<file path="config.mk">
export PLATFORM = sky130hd
export DESIGN_NAME = systolic_ctrl_gen
export DESIGN_NICKNAME = d
export VERILOG_FILES = /design/src/rtl/systolic_ctrl_gen.sv
export SDC_FILE = /design/constraint.sdc
export NUM_CORES = 1
export LEC_CHECK = 0
export ABC_CLOCK_PERIOD_IN_PS = 2700
export CORE_UTILIZATION = 45
export CTS_CLUSTER_SIZE = 25
export DETAILED_ROUTE_END_ITERATION = 10
export PLACE_DENSITY = 0.69
export SETUP_SLACK_MARGIN = 0.02
export SLEW_MARGIN = 20
export SYNTH_ARGS = -nofsm -noshare
export SYNTH_HDL_FRONTEND = slang
export SYNTH_SLANG_ARGS = --single-unit
</file>
<file path="constraint.sdc">
create_clock -name clk -period 2.7 [get_ports clk]
set_input_delay 0.54 -clock clk [delete_from_list [all_inputs] [get_ports clk]]
set_output_delay 0.54 -clock clk [all_outputs]
set_load 0.01 [all_outputs]
</file>
<file path="src/rtl/systolic_ctrl_gen.sv">
// Job sequencer for a parametrised systolic array: load, one wait cycle, then
// rolling (fill phase followed by write-out of sets_lat * ROWS_PER_SET rows).
module systolic_ctrl_gen #(
  parameter int ARRAY_SIZE   = 256,
  parameter int ROWS_PER_SET = 64,
  parameter int MAX_SETS     = 4,
  parameter int ADDR_W       = 7,
  localparam int IDX_W = $clog2(ROWS_PER_SET),
  localparam int SET_W = $clog2(MAX_SETS) + 1,
  localparam int CYC_W = $clog2(ARRAY_SIZE + 2 + MAX_SETS * ROWS_PER_SET)
) (
  input  logic              clk,
  input  logic              srstn,
  input  logic              tpu_start,
  input  logic [SET_W-1:0]  num_sets,
  input  logic              stall,
  input  logic              abort,
  output logic              sram_write_enable,
  output logic [ADDR_W-1:0] addr_serial_num,
  output logic              alu_start,
  output logic [CYC_W-1:0]  cycle_num,
  output logic [IDX_W-1:0]  matrix_index,
  output logic [SET_W-1:0]  data_set,
  output logic              busy,
  output logic              tpu_done
);

  typedef enum logic [1:0] {
    IDLE    = 2'd0,
    LOAD    = 2'd1,
    WAIT1   = 2'd2,
    ROLLING = 2'd3
  } state_t;

  localparam logic [CYC_W-1:0]  FILL_CYCLES = CYC_W'(ARRAY_SIZE + 1);
  localparam logic [CYC_W-1:0]  CYC_MAX     = {CYC_W{1'b1}};
  localparam logic [ADDR_W-1:0] ADDR_MAX    = {ADDR_W{1'b1}};
  localparam logic [IDX_W-1:0]  LAST_ROW    = IDX_W'(ROWS_PER_SET - 1);
  localparam logic [SET_W-1:0]  SETS_CAP    = SET_W'(MAX_SETS);

  state_t             state;
  logic [SET_W-1:0]   sets_lat;

  logic               rolling_go;
  logic               write_go;
  logic               last_row;
  logic               last_set;
  logic               job_end;
  logic [CYC_W-1:0]   cycle_inc;
  logic [ADDR_W-1:0]  addr_inc;
  logic [IDX_W-1:0]   index_next;
  logic [SET_W-1:0]   set_next;

  // A zero request still runs one set; oversize requests are capped.
  function automatic logic [SET_W-1:0] clamp_sets(input logic [SET_W-1:0] req);
    if (req == '0)
      return SET_W'(1);
    else if (req > SETS_CAP)
      return SETS_CAP;
    else
      return req;
  endfunction

  always_comb begin
    rolling_go = (state == ROLLING) && !stall;
    write_go   = rolling_go && !abort && (cycle_num >= FILL_CYCLES);
    last_row   = (matrix_index == LAST_ROW);
    last_set   = (data_set == SET_W'(sets_lat - 1'b1));
    job_end    = write_go && last_row && last_set;
  end

  always_comb begin
    cycle_inc = (cycle_num == CYC_MAX) ? cycle_num : cycle_num + 1'b1;
    addr_inc  = (addr_serial_num == ADDR_MAX) ? addr_serial_num
                                              : addr_serial_num + 1'b1;
  end

  // Row index wraps at the end of each set and carries into the set counter.
  always_comb begin
    index_next = matrix_index;
    set_next   = data_set;
    if (write_go) begin
      if (last_row) begin
        index_next = '0;
        set_next   = data_set + 1'b1;
      end else begin
        index_next = matrix_index + 1'b1;
      end
    end
  end

  assign busy              = (state != IDLE);
  assign alu_start         = rolling_go;
  assign sram_write_enable = write_go;

  always_ff @(posedge clk or negedge srstn) begin
    if (!srstn) begin
      state           <= IDLE;
      sets_lat        <= '0;
      addr_serial_num <= '0;
      cycle_num       <= '0;
      matrix_index    <= '0;
      data_set        <= '0;
      tpu_done        <= 1'b0;
    end else begin
      tpu_done <= 1'b0;
      case (state)
        IDLE: begin
          if (tpu_start) begin
            state           <= LOAD;
            addr_serial_num <= '0;
            sets_lat        <= clamp_sets(num_sets);
          end
        end

        LOAD: begin
          if (abort) begin
            state        <= IDLE;
            cycle_num    <= '0;
            matrix_index <= '0;
            data_set     <= '0;
          end else if (!stall) begin
            state           <= WAIT1;
            addr_serial_num <= ADDR_W'(1);
          end
        end

        WAIT1: begin
          if (abort) begin
            state        <= IDLE;
            cycle_num    <= '0;
            matrix_index <= '0;
            data_set     <= '0;
          end else if (!stall) begin
            state           <= ROLLING;
            addr_serial_num <= ADDR_W'(2);
            cycle_num       <= '0;
          end
        end

        ROLLING: begin
          // Abort beats completion and stall; the address is left where it is.
          if (abort) begin
            state        <= IDLE;
            cycle_num    <= '0;
            matrix_index <= '0;
            data_set     <= '0;
          end else if (!stall) begin
            if (job_end) begin
              state        <= IDLE;
              tpu_done     <= 1'b1;
              cycle_num    <= '0;
              matrix_index <= '0;
              data_set     <= '0;
            end else begin
              cycle_num       <= cycle_inc;
              addr_serial_num <= addr_inc;
              matrix_index    <= index_next;
              data_set        <= set_next;
            end
          end
        end

        default: state <= IDLE;
      endcase
    end
  end

endmodule

</file>
==> results of run 1 <==
state kept, by name (all words and copies together), names as in the netlist:
name             cells
cycle_num           10
addr_serial_num      7
matrix_index         6
data_set             3
sets_lat             3
state                2
tpu_done             1
stage by stage:
stage	utilization, %	worst slack, ps
final	58.9	220
after detailed placement	56.6	185
after global routing	58.9	94.0
after CTS	58.7	26.1
after floorplan	-	430
after global placement	56.6	171
cell families (layout without fill, tap and decap cells):
| kind of cell | count (synthesis) | count (layout) | synth area share [%] |
|---|---|---|---|
| AO/OA/AOI/OAI | 70 | 70 | 22.3 |
| XOR/XNOR | 4 | 4 | 1.59 |
| adder cells (fa/ha/maj) | 12 | 12 | 6.83 |
| buffers and inverters | 23 | 71 | 5.12 |
| flip-flops | 32 | 32 | 36.4 |
| multiplexers | 5 | 5 | 2.45 |
| AND/OR/NAND/NOR | 98 | 98 | 25.3 |
power by group through the flow:
stage | combinational [mW] | clock, mW | sequential (mW)
3_3_place_gp | 0.803 | 0 | 0.619
2_1_floorplan | 0.569 | 0 | 0.617
6_report | 0.831 | 0.378 | 0.609
5_1_grt | 0.929 | 0.411 | 0.624
4_1_cts | 0.819 | 0.392 | 0.611
3_5_place_dp | 0.811 | 0 | 0.620
tightest hold or removal path, stage by stage, from the launching register on:
cell	delay, ps
dfrtp_1	350
nand2_1	50
o21ai_0	60
cells in the final DEF (no fill, tap or decap), types with 7 or more instances in the layout:
cell,count
o31ai_1,7
nand2_1,23
o21ai_0,16
and3_1,8
dfrtp_1,31
a31oi_1,7
buf_4,13
inv_1,13
clkdlybuf4s50_1,36
nand2b_1,7
ha_1,12
nor2_1,13
nand3_1,15
a21oi_1,8
worst max-delay path by stage:
| stage | endpoint | depth (start not counted) |
|---|---|---|
| detailed placement | sram_write_enable | 3 |
| floorplan | addr_serial_num[0]$_DFFE_PN0P_ | 7 |
| finish | alu_start | 4 |
| CTS | sram_write_enable | 6 |
| global placement | sram_write_enable | 4 |
| global route | addr_serial_num[5]$_DFFE_PN0P_ | 9 |
layout make-up:
| class | count | area [um2] |
|---|---|---|
| Fill cell | 422 | 1940 |
| Multi-Input combinational cell | 189 | 1290 |
| Sequential cell | 32 | 802 |
| Timing Repair Buffer | 50 | 470 |
| Clock buffer | 8 | 90.1 |
| Tap cell | 67 | 83.8 |
| Inverter | 13 | 48.8 |
what timing repair did:
item                                    CTS  global route
setup buffers                             1             1
endpoints found under the setup margin    1             1
hold endpoints to repair                  0             0
pin swaps                                 0             1
resized for setup                         2             1
per-layer routing:
| layer | up-vias | global-route usage (%) |
|---|---|---|
| met2 | 54 | 34.0 |
| met1 | 995 | 31.7 |
| li1 | 1008 | - |
| met4 | 0 | 7.19 |
| met3 | 7 | 2.92 |
| met5 | - | 0 |
==> impl_summary.txt, run 1 <==
----------------------------------------------------
[Clock network]
  Number of buffers created by CTS ... 5
  Latest clock arrival within the worst-skew pair ... 280 ps
  Clock transition at the registers of the reported paths ... 60 ps
  Cts hold-fix bufs ... 0
  CTS tree ... built
  Root buffer cell ... clkbuf_8
  TritonCTS sink count ... 32
  Longest Clk Path Bufs ... 2
  H-tree levels ... 2

[Floorplanning]
  Die outline width ... 71.9 um
  Total die area ... 5170 um2
  Placeable Area ... 4720 um2
  Die Height ... 71.9 um
  I/O Pins ... 38
  Num rows ... 25
  Initial Utilization ... 46.5%

[Final layout]
  Ratio of cells with drive above 1 in the final layout ... 11.6%
  Final Instance Count excl. Fillers ... 359
  Antenna cell count ... 0
  Area grow syn2layout ... 26.6%
  Nets ... 311
  Final instance area ... 2780 um2

[Worst setup path]
  Worst stage delay on the critical path ... 550 ps
  Startpoint-to-endpoint class of the critical path ... primary input to output port
  Cell count of the worst reg-to-reg path ... 7
  Worst path required time ... 2160 ps
  Series of cell instances along the critical path ... clkdlybuf4s50_1 > buf_4 > nor2_1 > clkdlybuf4s50_1
  Crit path capture type ... output port
  Critical Path Most Common Cell ... clkdlybuf4s50_1
  Kind of cell with the highest combined delay on the critical path ... buffers and inverters
  Endpoint of the lowest-slack register-to-register path ... addr_serial_num[1]$_DFFE_PN0P_
  Slack of the worst reg-to-reg path ... 410 ps
  Launch point of the worst path ... stall
  Critical path arrival ... 1940 ps
  Reg-to-Reg Start ... cycle_num[0]$_DFFE_PN0P_
  Worst-path cell with the longest stage delay ... clkdlybuf4s50_1
  Biggest fanout along the worst timing path ... 7
  Buffer and inverter count on the worst path ... 3
  Kind of start point of the critical path ... primary input

[Route]
  Wire per inst ... 14.9 um
  Highest routing layer actually used ... met4
  DR vias ... 2064
  Detailed-routing iteration count for the pre-antenna-repair pass ... 5
  Number of violations reported at the end of detailed-routing iteration 0 ... 95
  Post-DRT Antenna Nets ... 0
  Met3 wire length ... 167 um
  Routed met2 length ... 2550 um
  Ratio of routed vias to standard cells ... 5.75
  Met1 layer wirelength in the final routing ... 2560 um
  Drc violations ... 0
  Routed Wire Length ... 5340 um

[Timing]
  Hold violation total from the final report ... 0
  Final setup violation count ... 0
  Slew HR ... 60.5%
  Post-layout minimum cycle time ... 2480 ps
  Pins over their slew limit ... 0
  Peak Freq ... 403 MHz
  Worst hold-check slack ... 496 ps
  Final worst-path cycle share ... 91.8%
  Worst Tran Pin Value ... 586 ps
  Final Skew ... 5.15 ps
  Final TNS setup ... 0 ps
  Unrepaired setup endpoints after global routing ... false

[Worst hold path]
  Hold path start ... sets_lat[1]$_DFFE_PN0P_
  Endpoint with the worst hold slack ... sets_lat[1]$_DFFE_PN0P_
  Number of cells on the worst hold path ... 2
  Hold crit path type ... register to register

[Logic synthesis]
  Number of enable flip-flop cells after synthesis ... 0
  Cell type with the highest aggregate area in the netlist ... dfrtp_1
  Count of state elements after synthesis ... 32
  Unique cell type count in the Yosys netlist ... 53
  Number of synthesis warnings ... 0
  Commonest cells in the netlist ... 32 x dfrtp_1, 23 x nand2_1, 16 x o21ai_0
  Synth async-reset ratio ... 100%
  Net count of the mapped netlist ... 264
  Primary flip-flop cell chosen by synthesis mapping ... dfrtp_1
  Post-Synthesis Cell Area ... 2200 um2
  Synth area leaders ... dfrtp_1 36%, ha_1 6.8%, nand2_1 3.9%
  Sequential area share after synthesis ... 36.4%
  Mean post-synth cell area ... 9.01 um2
  Cells after synthesis ... 244
  Top cell type's share of synthesized area ... 36.4%
  Most frequently used cell type in the post-synthesis netlist ... dfrtp_1

[Pwr]
  Part of the total power dissipated in sequential elements ... 33.5%
  Combinational share of power ... 45.7%
  Internal power contribution ... 1.11 mW
  Leak Pwr ... 1.16 nW
  Switching power as a share of total power ... 39.0%
  Clock Power Share ... 20.8%
  IR Drop Worst-Case VDD ... 0.000433 V
  Overall power consumption ... 1.82 mW
  Power density cells ... 653 nW/um2
  NetSw ... 0.710 mW

[Global route]
  Global router's overall resource usage ... 21.9%
  Total congestion overflow ... 0
  Largest net degree at the start of global routing ... 33
  Wire length of the first global-routing pass ... 8830 um
  Via count of the first global-routing pass ... 1851
  Antenna violations before repair ... 0

[Placed design]
  Buffers on Ports ... 37
  Count of placed standard cells including taps ... 349
  Post-DP Area ... 2670 um2
  Placed wire-length estimate ... 3920 um
  Global placement routability congestion ... 0.855

[Job]
  Number of maximum-capacitance violations ... 0

[Run status]
  Run status ... completed

----------------------------------------------------
No activity file was read; power rests on OpenSTA's default activity.
==> run 2, diff against run 1 <==
--- a/config.mk
+++ b/config.mk
@@ -6,10 +6,11 @@
 export NUM_CORES = 1
 export LEC_CHECK = 0
 export ABC_CLOCK_PERIOD_IN_PS = 2700
+export CAP_MARGIN = 15
 export CORE_UTILIZATION = 45
 export CTS_CLUSTER_SIZE = 25
 export DETAILED_ROUTE_END_ITERATION = 10
-export PLACE_DENSITY = 0.69
+export PLACE_DENSITY = 0.7
 export SETUP_SLACK_MARGIN = 0.02
 export SLEW_MARGIN = 20
 export SYNTH_ARGS = -nofsm -noshare
==> impl_summary.txt, run 2 (synthesized netlist as in run 1, its figures left out) <==
----------------------------------------------------
[Global route]
  Wire length of the first global-routing pass ... 9200 um
  Via count of the first global-routing pass ... 1988
  Antenna violations before repair ... 0
  Global router's overall resource usage ... 22.7%
  Total congestion overflow ... 0
  Largest net degree at the start of global routing ... 33

[Placed design]
  Placed wire-length estimate ... 3920 um
  Global placement routability congestion ... 0.858
  Buffers on Ports ... 37
  Pre-CTS setup slack ... 208 ps

[Timing]
  Pins over their slew limit ... 0
  Final TNS setup ... 0 ps
  Final setup violation count ... 0
  Slew HR ... 62.3%
  Peak Freq ... 403 MHz
  Final Skew ... 5.22 ps
  Fin worst setup slack ... 219 ps
  Post-layout minimum cycle time ... 2480 ps
  Worst hold-check slack ... 490 ps
  Final worst-path cycle share ... 91.9%
  Hold violation total from the final report ... 0
  Worst Tran Pin Value ... 560 ps
  Unrepaired setup endpoints after global routing ... false

[Final layout]
  Top reg by flops ... cycle_num
  Final core area utilization ... 59.3%
  Number of flip-flops in the largest register ... 10
  Registers with the highest flip-flop counts ... cycle_num: 10 flops, addr_serial_num: 7 flops, matrix_index: 6 flops
  Multi-input gate area in the final layout ... 1300 um2
  Highest-count cells in the layout ignoring fill and taps ... 36 x clkdlybuf4s50_1, 31 x dfrtp_1, 23 x nand2_1
  Seq. cell area ... 802 um2
  Area grow syn2layout ... 27.3%
  Antenna cell count ... 0
  Ratio of cells with drive above 1 in the final layout ... 13.4%
  Most common cell after layout, fill and taps aside ... clkdlybuf4s50_1
  Nets ... 311
  Layout filler cell count ... 419

[Worst setup path]
  Slack of the worst reg-to-reg path ... 340 ps
  Crit path capture type ... output port
  Buffer and inverter count on the worst path ... 2
  Cell count of the worst reg-to-reg path ... 7
  Worst stage delay on the critical path ... 560 ps
  Worst-path cell with the longest stage delay ... clkdlybuf4s50_1
  Biggest fanout along the worst timing path ... 10
  Endpoint of the lowest-slack register-to-register path ... addr_serial_num[1]$_DFFE_PN0P_
  Critical path arrival ... 1940 ps
  Worst path required time ... 2160 ps
  Kind of start point of the critical path ... register
  Startpoint-to-endpoint class of the critical path ... register to output port
  Depth of the critical timing path with buffers and inverters included ... 4
  Kind of cell with the highest combined delay on the critical path ... buffers and inverters
  Reg-to-Reg Start ... state[0]$_DFFE_PN0P_
  Series of cell instances along the critical path ... ha_2 > inv_1 > nor2_1 > clkdlybuf4s50_1

[Route]
  DR vias ... 2073
  Wire per inst ... 15.0 um
  Ratio of routed vias to standard cells ... 5.77
  Detailed-routing iteration count for the pre-antenna-repair pass ... 4
  Drc violations ... 0
  Routed Wire Length ... 5400 um
  Post-DRT Antenna Nets ... 0
  Number of violations reported at the end of detailed-routing iteration 0 ... 103

[Pwr]
  Power density cells ... 652 nW/um2
  IR Drop Worst-Case VDD ... 0.000501 V
  Leak Pwr ... 1.17 nW

[Clock network]
  Root buffer cell ... clkbuf_8
  CTS tree ... built
  TritonCTS sink count ... 32
  Longest Clk Path Bufs ... 2
  Number of buffers created by CTS ... 5
  Latest clock arrival within the worst-skew pair ... 290 ps
  Clock transition at the registers of the reported paths ... 70 ps
  H-tree levels ... 2

[Floorplanning]
  I/O Pins ... 38
  Die outline width ... 71.9 um
  Total die area ... 5170 um2
  Initial Utilization ... 46.5%
  Num rows ... 25
  Die Height ... 71.9 um
  Placeable Area ... 4720 um2

[Worst hold path]
  Hold path start ... sets_lat[1]$_DFFE_PN0P_
  Endpoint with the worst hold slack ... sets_lat[1]$_DFFE_PN0P_
  Number of cells on the worst hold path ... 2
  Hold crit path type ... register to register

[Run status]
  Run status ... completed

[Job]
  Number of maximum-capacitance violations ... 0

----------------------------------------------------
run 2: cell count changes in the layout (fill, tap and decap cells not counted), sizes merged:
cell	before	now
clkbuf	8	6
clkinv	0	2
run 2: worst min-delay path: cells and delay by family, from the launching register on:
kind | cells | cell delay, ps
AND/OR/NAND/NOR | 1 | 50
flip-flops | 1 | 340
AO/OA/AOI/OAI | 1 | 60
run 2: where the power goes:
group	leakage (nW)	switching [mW]	internal [mW]	total, mW
combinational	0.680	0.466	0.363	0.829
clock	0.0510	0.180	0.203	0.383
sequential	0.436	0.0747	0.538	0.613
run 2: worst max path at each step:
stage	endpoint	slack, ps	from
global route	alu_start	70	state[0]$_DFFE_PN0P_
floorplan	addr_serial_num[0]$_DFFE_PN0P_	430	state[0]$_DFFE_PN0P_
CTS	sram_write_enable	20	state[0]$_DFFE_PN0P_
finish	alu_start	220	state[0]$_DFFE_PN0P_
global placement	sram_write_enable	180	abort
detailed placement	data_set[2]$_DFFE_PN0P_	210	stall
run 2: what timing repair did:
item                                    in CTS  in global routing
hold buffers                                 0                  0
setup buffers                                2                  0
pin swaps                                    1                  0
endpoints found under the setup margin       1                  6
gates resized for setup                      2                  4
run 2: metrics by stage:
stage / cell area, um2 / power (mW) / instances
after floorplan: 2200 / 1.19 / 244
after global placement: 2670 / 1.41 / 349
after detailed placement: 2670 / 1.42 / 349
after CTS: 2780 / 1.83 / 359
after global routing: 2800 / 1.96 / 359
final: 2800 / 1.82 / 359
run 2: final cells by class:
cell class | count | area share (%)
Clock inverter | 2 | 0.358
Inverter | 13 | 1.74
Clock buffer | 6 | 2.95
Multi-Input combinational cell | 189 | 46.5
Tap cell | 67 | 3.00
Timing Repair Buffer | 50 | 16.8
Sequential cell | 32 | 28.7
run 2: routing by layer:
| metal | up-vias | global-route usage, % | share of wire, % |
|---|---|---|---|
| li1 | 1011 | - | - |
| met1 | 1000 | 29.2 | 45 |
| met2 | 56 | 37.9 | 50 |
| met3 | 6 | 4.17 | 4.4 |
| met4 | 0 | 9.37 | 0.89 |
| met5 | - | 0 | 0 |
==> run 3, diff against run 2 <==
--- a/config.mk
+++ b/config.mk
@@ -7,6 +7,7 @@
 export LEC_CHECK = 0
 export ABC_CLOCK_PERIOD_IN_PS = 2700
 export CAP_MARGIN = 15
+export CORE_MARGIN = 1.5
 export CORE_UTILIZATION = 45
 export CTS_CLUSTER_SIZE = 25
 export DETAILED_ROUTE_END_ITERATION = 10
==> impl_summary.txt, run 3 (synthesized netlist as in run 1, its figures left out) <==
----------------------------------------------------
[Pwr]
  Clock Power Share ... 23.9%
  Part of the total power dissipated in sequential elements ... 32.2%
  Power density cells ... 678 nW/um2
  Internal power contribution ... 1.18 mW
  Leak Pwr ... 1.18 nW
  NetSw ... 0.727 mW
  Combinational share of power ... 43.9%
  IR Drop Worst-Case VDD ... 0.000476 V
  Switching power as a share of total power ... 38.2%

[Final layout]
  Nets ... 312
  Final Instance Count excl. Fillers ... 360
  Area grow syn2layout ... 27.8%
  Layout filler cell count ... 432
  Seq. cell area ... 802 um2
  Antenna cell count ... 0
  Number of flip-flops in the largest register ... 10
  Top reg by flops ... cycle_num
  Highest-count cells in the layout ignoring fill and taps ... 36 x clkdlybuf4s50_1, 31 x dfrtp_1, 23 x nand2_1
  Most common cell after layout, fill and taps aside ... clkdlybuf4s50_1
  Final core area utilization ... 59.5%
  Ratio of cells with drive above 1 in the final layout ... 12.3%
  Registers with the highest flip-flop counts ... cycle_num: 10 flops, addr_serial_num: 7 flops, matrix_index: 6 flops
  Multi-input gate area in the final layout ... 1290 um2

[Clock network]
  Clock transition at the registers of the reported paths ... 70 ps
  CTS tree ... built
  Number of buffers created by CTS ... 5
  Latest clock arrival within the worst-skew pair ... 290 ps
  Cts hold-fix bufs ... 0
  Longest Clk Path Bufs ... 2
  H-tree levels ... 2
  Root buffer cell ... clkbuf_8
  TritonCTS sink count ... 32

[Worst setup path]
  Crit path capture type ... register
  End point of the critical path ... addr_serial_num[5]$_DFFE_PN0P_
  Slack of the worst reg-to-reg path ... 250 ps
  Kind of cell with the highest combined delay on the critical path ... compound AO/OA/AOI/OAI gates
  Buffer and inverter count on the worst path ... 1
  Kind of start point of the critical path ... register
  Startpoint-to-endpoint class of the critical path ... register to register
  Critical Path Most Common Cell ... o31ai_1
  Endpoint of the lowest-slack register-to-register path ... addr_serial_num[5]$_DFFE_PN0P_
  Cell count of the worst reg-to-reg path ... 7
  Biggest fanout along the worst timing path ... 8
  Worst-path cell with the longest stage delay ... dfrtp_1
  Reg-to-Reg Start ... state[0]$_DFFE_PN0P_
  Critical path arrival ... 2590 ps
  Launch point of the worst path ... state[0]$_DFFE_PN0P_
  Depth of the critical timing path with buffers and inverters included ... 7
  Worst stage delay on the critical path ... 480 ps
  Worst path required time ... 2850 ps
  Series of cell instances along the critical path ... inv_1 > ha_1 > o31ai_1 > nor3b_1 > nand2_1 > o311ai_0 > o31ai_1

[Run status]
  Run status ... completed

[Job]
  Number of maximum-capacitance violations ... 0

[Placed design]
  Count of placed standard cells including taps ... 350
  Pre-CTS setup slack ... 175 ps
  Placed wire-length estimate ... 3890 um
  Global placement routability congestion ... 0.840
  Buffers on Ports ... 37

[Route]
  Detailed-routing iteration count for the pre-antenna-repair pass ... 4
  Wire per inst ... 14.8 um
  Post-DRT Antenna Nets ... 0
  Ratio of routed vias to standard cells ... 5.76
  Drc violations ... 0
  Number of violations reported at the end of detailed-routing iteration 0 ... 182
  DR vias ... 2074
  Routed Wire Length ... 5320 um

[Timing]
  Final setup violation count ... 0
  Worst Tran Pin Value ... 624 ps
  Final TNS setup ... 0 ps
  Pins over their slew limit ... 0
  Fin worst setup slack ... 252 ps
  Peak Freq ... 408 MHz
  Post-layout minimum cycle time ... 2450 ps
  Slew HR ... 58.0%
  Hold violation total from the final report ... 0
  Worst hold-check slack ... 498 ps
  Final Skew ... 8.38 ps
  Final worst-path cycle share ... 90.7%
  Unrepaired setup endpoints after global routing ... false

[Floorplanning]
  I/O Pins ... 38
  Die Height ... 72.9 um
  Die outline width ... 72.9 um
  Num rows ... 25
  Placeable Area ... 4720 um2
  Total die area ... 5310 um2
  Initial Utilization ... 46.5%

[Global route]
  Wire length of the first global-routing pass ... 8860 um
  Antenna violations before repair ... 0
  Via count of the first global-routing pass ... 1892
  Global router's overall resource usage ... 21.5%
  Total congestion overflow ... 0
  Largest net degree at the start of global routing ... 33

[Worst hold path]
  Hold crit path type ... register to register

----------------------------------------------------
==> run 3: cell count changes in the layout (fill, tap and decap cells not counted), sizes merged <==
cell,change
buf,+1
clkinv,-1
bufinv,+1
==> run 3: per-layer routing <==
metal	vias to the layer above	routed length [um]	track usage (%)
met5	-	0	0
met4	0	53	6.29
met3	5	216	4.42
met2	46	2590	34.9
met1	1005	2450	29.0
li1	1018	-	-
==> run 3: cell type report <==
cell class                 count  area share, %
multi-input combinational    189           45.9
sequential                    32           28.6
timing repair buffer          51           17.0
tap                           67           2.98
clock buffer                   6           2.58
inverter                      13           1.74
clock inverter                 2           1.25
==> run 3: power groups by stage <==
stage | registers (mW) | logic (mW) | clock network [mW]
final | 0.614 | 0.836 | 0.454
after global routing | 0.626 | 0.926 | 0.482
after detailed placement | 0.621 | 0.812 | 0
after CTS | 0.614 | 0.828 | 0.464
after floorplan | 0.617 | 0.569 | 0
after global placement | 0.621 | 0.796 | 0
==> run 3: what timing repair did <==
item                       in CTS  in global routing
cloned                          0                  0
gates resized for setup         1                  2
setup endpoints to repair       1                  1
setup buffers                   1                  1
pin swaps                       1                  0
==> run 3: metrics by stage <==
step,cell area (um2),power (mW)
detailed placement,2680,1.43
global route,2810,2.03
global placement,2680,1.42
floorplan,2200,1.19
CTS,2800,1.91
finish,2810,1.90
==> run 3: worst register-to-register path: cells and delay by family (launching register included) <==
kind | cells | cell delay (ps)
AO/OA/AOI/OAI | 3 | 880
adder cells (fa/ha/maj) | 1 | 290
buffers and inverters | 1 | 150
flip-flops | 1 | 480
AND/OR/NAND/NOR | 2 | 490
==> run 3: worst min-delay path by stage <==
stage / from / end / slack [ps] / cells after the start
after floorplan: srstn / addr_serial_num[0]$_DFFE_PN0P_ / 240 / 0
after global placement: sets_lat[1]$_DFFE_PN0P_ / sets_lat[1]$_DFFE_PN0P_ / 480 / 2
after detailed placement: sets_lat[1]$_DFFE_PN0P_ / sets_lat[1]$_DFFE_PN0P_ / 480 / 2
after CTS: sets_lat[1]$_DFFE_PN0P_ / sets_lat[1]$_DFFE_PN0P_ / 500 / 2
after global routing: matrix_index[3]$_DFFE_PN0P_ / matrix_index[3]$_DFFE_PN0P_ / 550 / 1
final: sets_lat[1]$_DFFE_PN0P_ / sets_lat[1]$_DFFE_PN0P_ / 500 / 2
==> RTL edit, RTL diff (settings of run 1) <==
The parameter `ROWS_PER_SET` goes from 64 to 256.
--- a/src/rtl/systolic_ctrl_gen.sv
+++ b/src/rtl/systolic_ctrl_gen.sv
@@ -2,7 +2,7 @@
 // rolling (fill phase followed by write-out of sets_lat * ROWS_PER_SET rows).
 module systolic_ctrl_gen #(
   parameter int ARRAY_SIZE   = 256,
-  parameter int ROWS_PER_SET = 64,
+  parameter int ROWS_PER_SET = 256,
   parameter int MAX_SETS     = 4,
   parameter int ADDR_W       = 7,
   localparam int IDX_W = $clog2(ROWS_PER_SET),
Ports: changed (resized cycle_num and matrix_index); port bits go from 38 to 41. No check against the original RTL was run, so the function may have changed too.
==> RTL edit against run 1 <==
- setup slack gained 0.068 ns
- design area about the same
- sequential cell count rose by 3
- non-clock buffer count up 4
- synthesized area decreased by 4.6%
- maximum frequency up 2.8%
- clock skew increased by 0.0012 ns
- total power rose by 21%
- register-to-register slack worse by 0.12 ns
- routed wire length decreased by 9.9%
- critical endpoint is now addr_serial_num[5]
- highest routed layer unchanged
==> RTL edit: results (changes against run 1) <==
* Leakage power at 0.00126 uW (was 0.00116 uW)
* Clock latency on the worst-skew pair at 0.30 ns (was 0.28 ns)
* Fillers at 396 (was 422)
* Initial DRT Pass Iterations at 4 (was 5)
* Total Routing Usage GR at 21.4% (was 21.9%)
* Main area contributors after synthesis: dfrtp_1 42%, ha_1 6.6%, nor2_1 5.2%, o21ai_0 4.5%, nand2_1 3.6% (was dfrtp_1 36%, ha_1 6.8%, nand2_1 3.9%, o21ai_0 3.6%, nand3_1 3.4%)
* Seq/Total Area, Yosys at 41.8% (was 36.4%)
* CP max FO at 6 (was 7)
* PortBufs at 40 (was 37)
* GPL Wtd Cong at 0.790 (was 0.855)
* Largest net degree at the start of global routing at 36 (was 33)
* Global-route wire length before repair at 8400 um (was 8830 um)
* DR iter-0 viols at 134 (was 95)
* VDD IR-drop max at 0.541 mV (was 0.433 mV)
* Synth top cells by count: 35 x dfrtp_1, 29 x nor2_1, 20 x nand2_1, 19 x o21ai_0 (was 32 x dfrtp_1, 23 x nand2_1, 16 x o21ai_0, 15 x nand3_1)
* Largest regs: cycle_num (11), matrix_index (8), addr_serial_num (7) (was cycle_num (10), addr_serial_num (7), matrix_index (6))
* DP HPWL at 3450 um (was 3920 um)
* Routed WL at 4810 um (was 5340 um)
* Outcome: complete, no violations (unchanged)
* Fraction of layout instances using a drive strength above 1 at 9.62% (was 11.6%)
* Vias in the first global route at 1774 (was 1851)
* Worst Tran Pin Value at 0.485 ns (was 0.586 ns)
* Routed via count at 1899 (was 2064)
* Fin Clk Skew at 0.00638 ns (was 0.00515 ns)
* Syn_nets at 253 (was 264)
* Distinct cells, synth at 40 (was 53)
* CTS root buf: clkbuf_8 (unchanged)
[RTL edit: cell types whose count changed after synthesis, moves of 4 or more]
cell	delta
a21oi_1	-5
o22ai_1	-4
nor2_1	+16
a32o_1	-4
a31oi_1	-7
xor2_1	+7
nand3_1	-4
nand4_1	+5
nor3_1	+4
[RTL edit: area by class of cell]
type / count / share of cell area (%)
clock inverters: 3 / 2.42
clock buffers: 5 / 2.47
well taps: 52 / 2.33
flip-flops and latches: 35 / 31.4
multi-input cells: 184 / 41.8
repair buffers: 54 / 18.2
inverters: 10 / 1.35
[RTL edit: routing by layer]
metal	routed length (um)	global-route usage, %
met4	71	7.33
met3	245	3.46
met5	0	0
met1	2320	30.6
met2	2170	32.7
[RTL edit: final timing paths]
path                                   start                  to  slack (ns)  depth (start not counted)
worst min-delay path             sets_lat[1]         sets_lat[1]        0.49                          2
worst max-delay path            cycle_num[1]  addr_serial_num[5]        0.29                         10
worst max register to register  cycle_num[1]  addr_serial_num[5]        0.29                         10
worst min register to register   sets_lat[1]         sets_lat[1]        0.49                          2
max in group asynchronous              srstn            state[0]        1.72                          2
min in group asynchronous              srstn         sets_lat[0]        0.65                          2
[RTL edit: power by group]
part           internal (uW)  leakage, uW  total (uW)  switching [uW]
combinational            422     0.000714         962             540
sequential               592     0.000478         656            64.1
clock                    368    0.0000644         577             209
[RTL edit: kinds of logic after synthesis]
kind of cell	after synthesis	share of synthesized area, %
AND/OR/NAND/NOR	113	28.2
AO/OA/AOI/OAI	42	12.6
flip-flops	35	41.8
buffers and inverters	15	2.74
XOR/XNOR	12	5.01
adder cells (fa/ha/maj)	11	6.56
multiplexers	6	3.10
[RTL edit: per-stage QoR]
| stage | hold slack [ns] | setup slack, ns | std cells | instance area, sq um | utilization [%] |
|---|---|---|---|---|---|
| 2_1_floorplan | 0.244 | 0.323 | 234 | 2100 | - |
| 3_3_place_gp | 0.472 | 0.0975 | 334 | 2640 | 59.8 |
| 3_5_place_dp | 0.480 | 0.0523 | 334 | 2640 | 59.8 |
| 4_1_cts | 0.497 | 0.0710 | 343 | 2780 | 63.1 |
| 5_1_grt | 0.526 | 0.109 | 343 | 2790 | 63.1 |
| 6_report | 0.489 | 0.288 | 343 | 2790 | 63.1 |
[RTL edit: critical path, cell delays in order (launching register included)]
cell	delay, ns
dfrtp_1	0.36
inv_1	0.07
ha_1	0.18
nor4_1	0.19
a311oi_1	0.13
buf_4	0.16
buf_4	0.13
nor4b_4	0.14
or3_1	0.40
or4_1	0.50
nand4_1	0.10
[RTL edit: timing repair]
action / CTS / global route
resized for setup: 0 / 1
setup buffers: 1 / 0
hold endpoints to repair: 0 / 0
gates cloned: 0 / 0
pin swaps: 1 / 1
setup endpoints to repair: 1 / 1
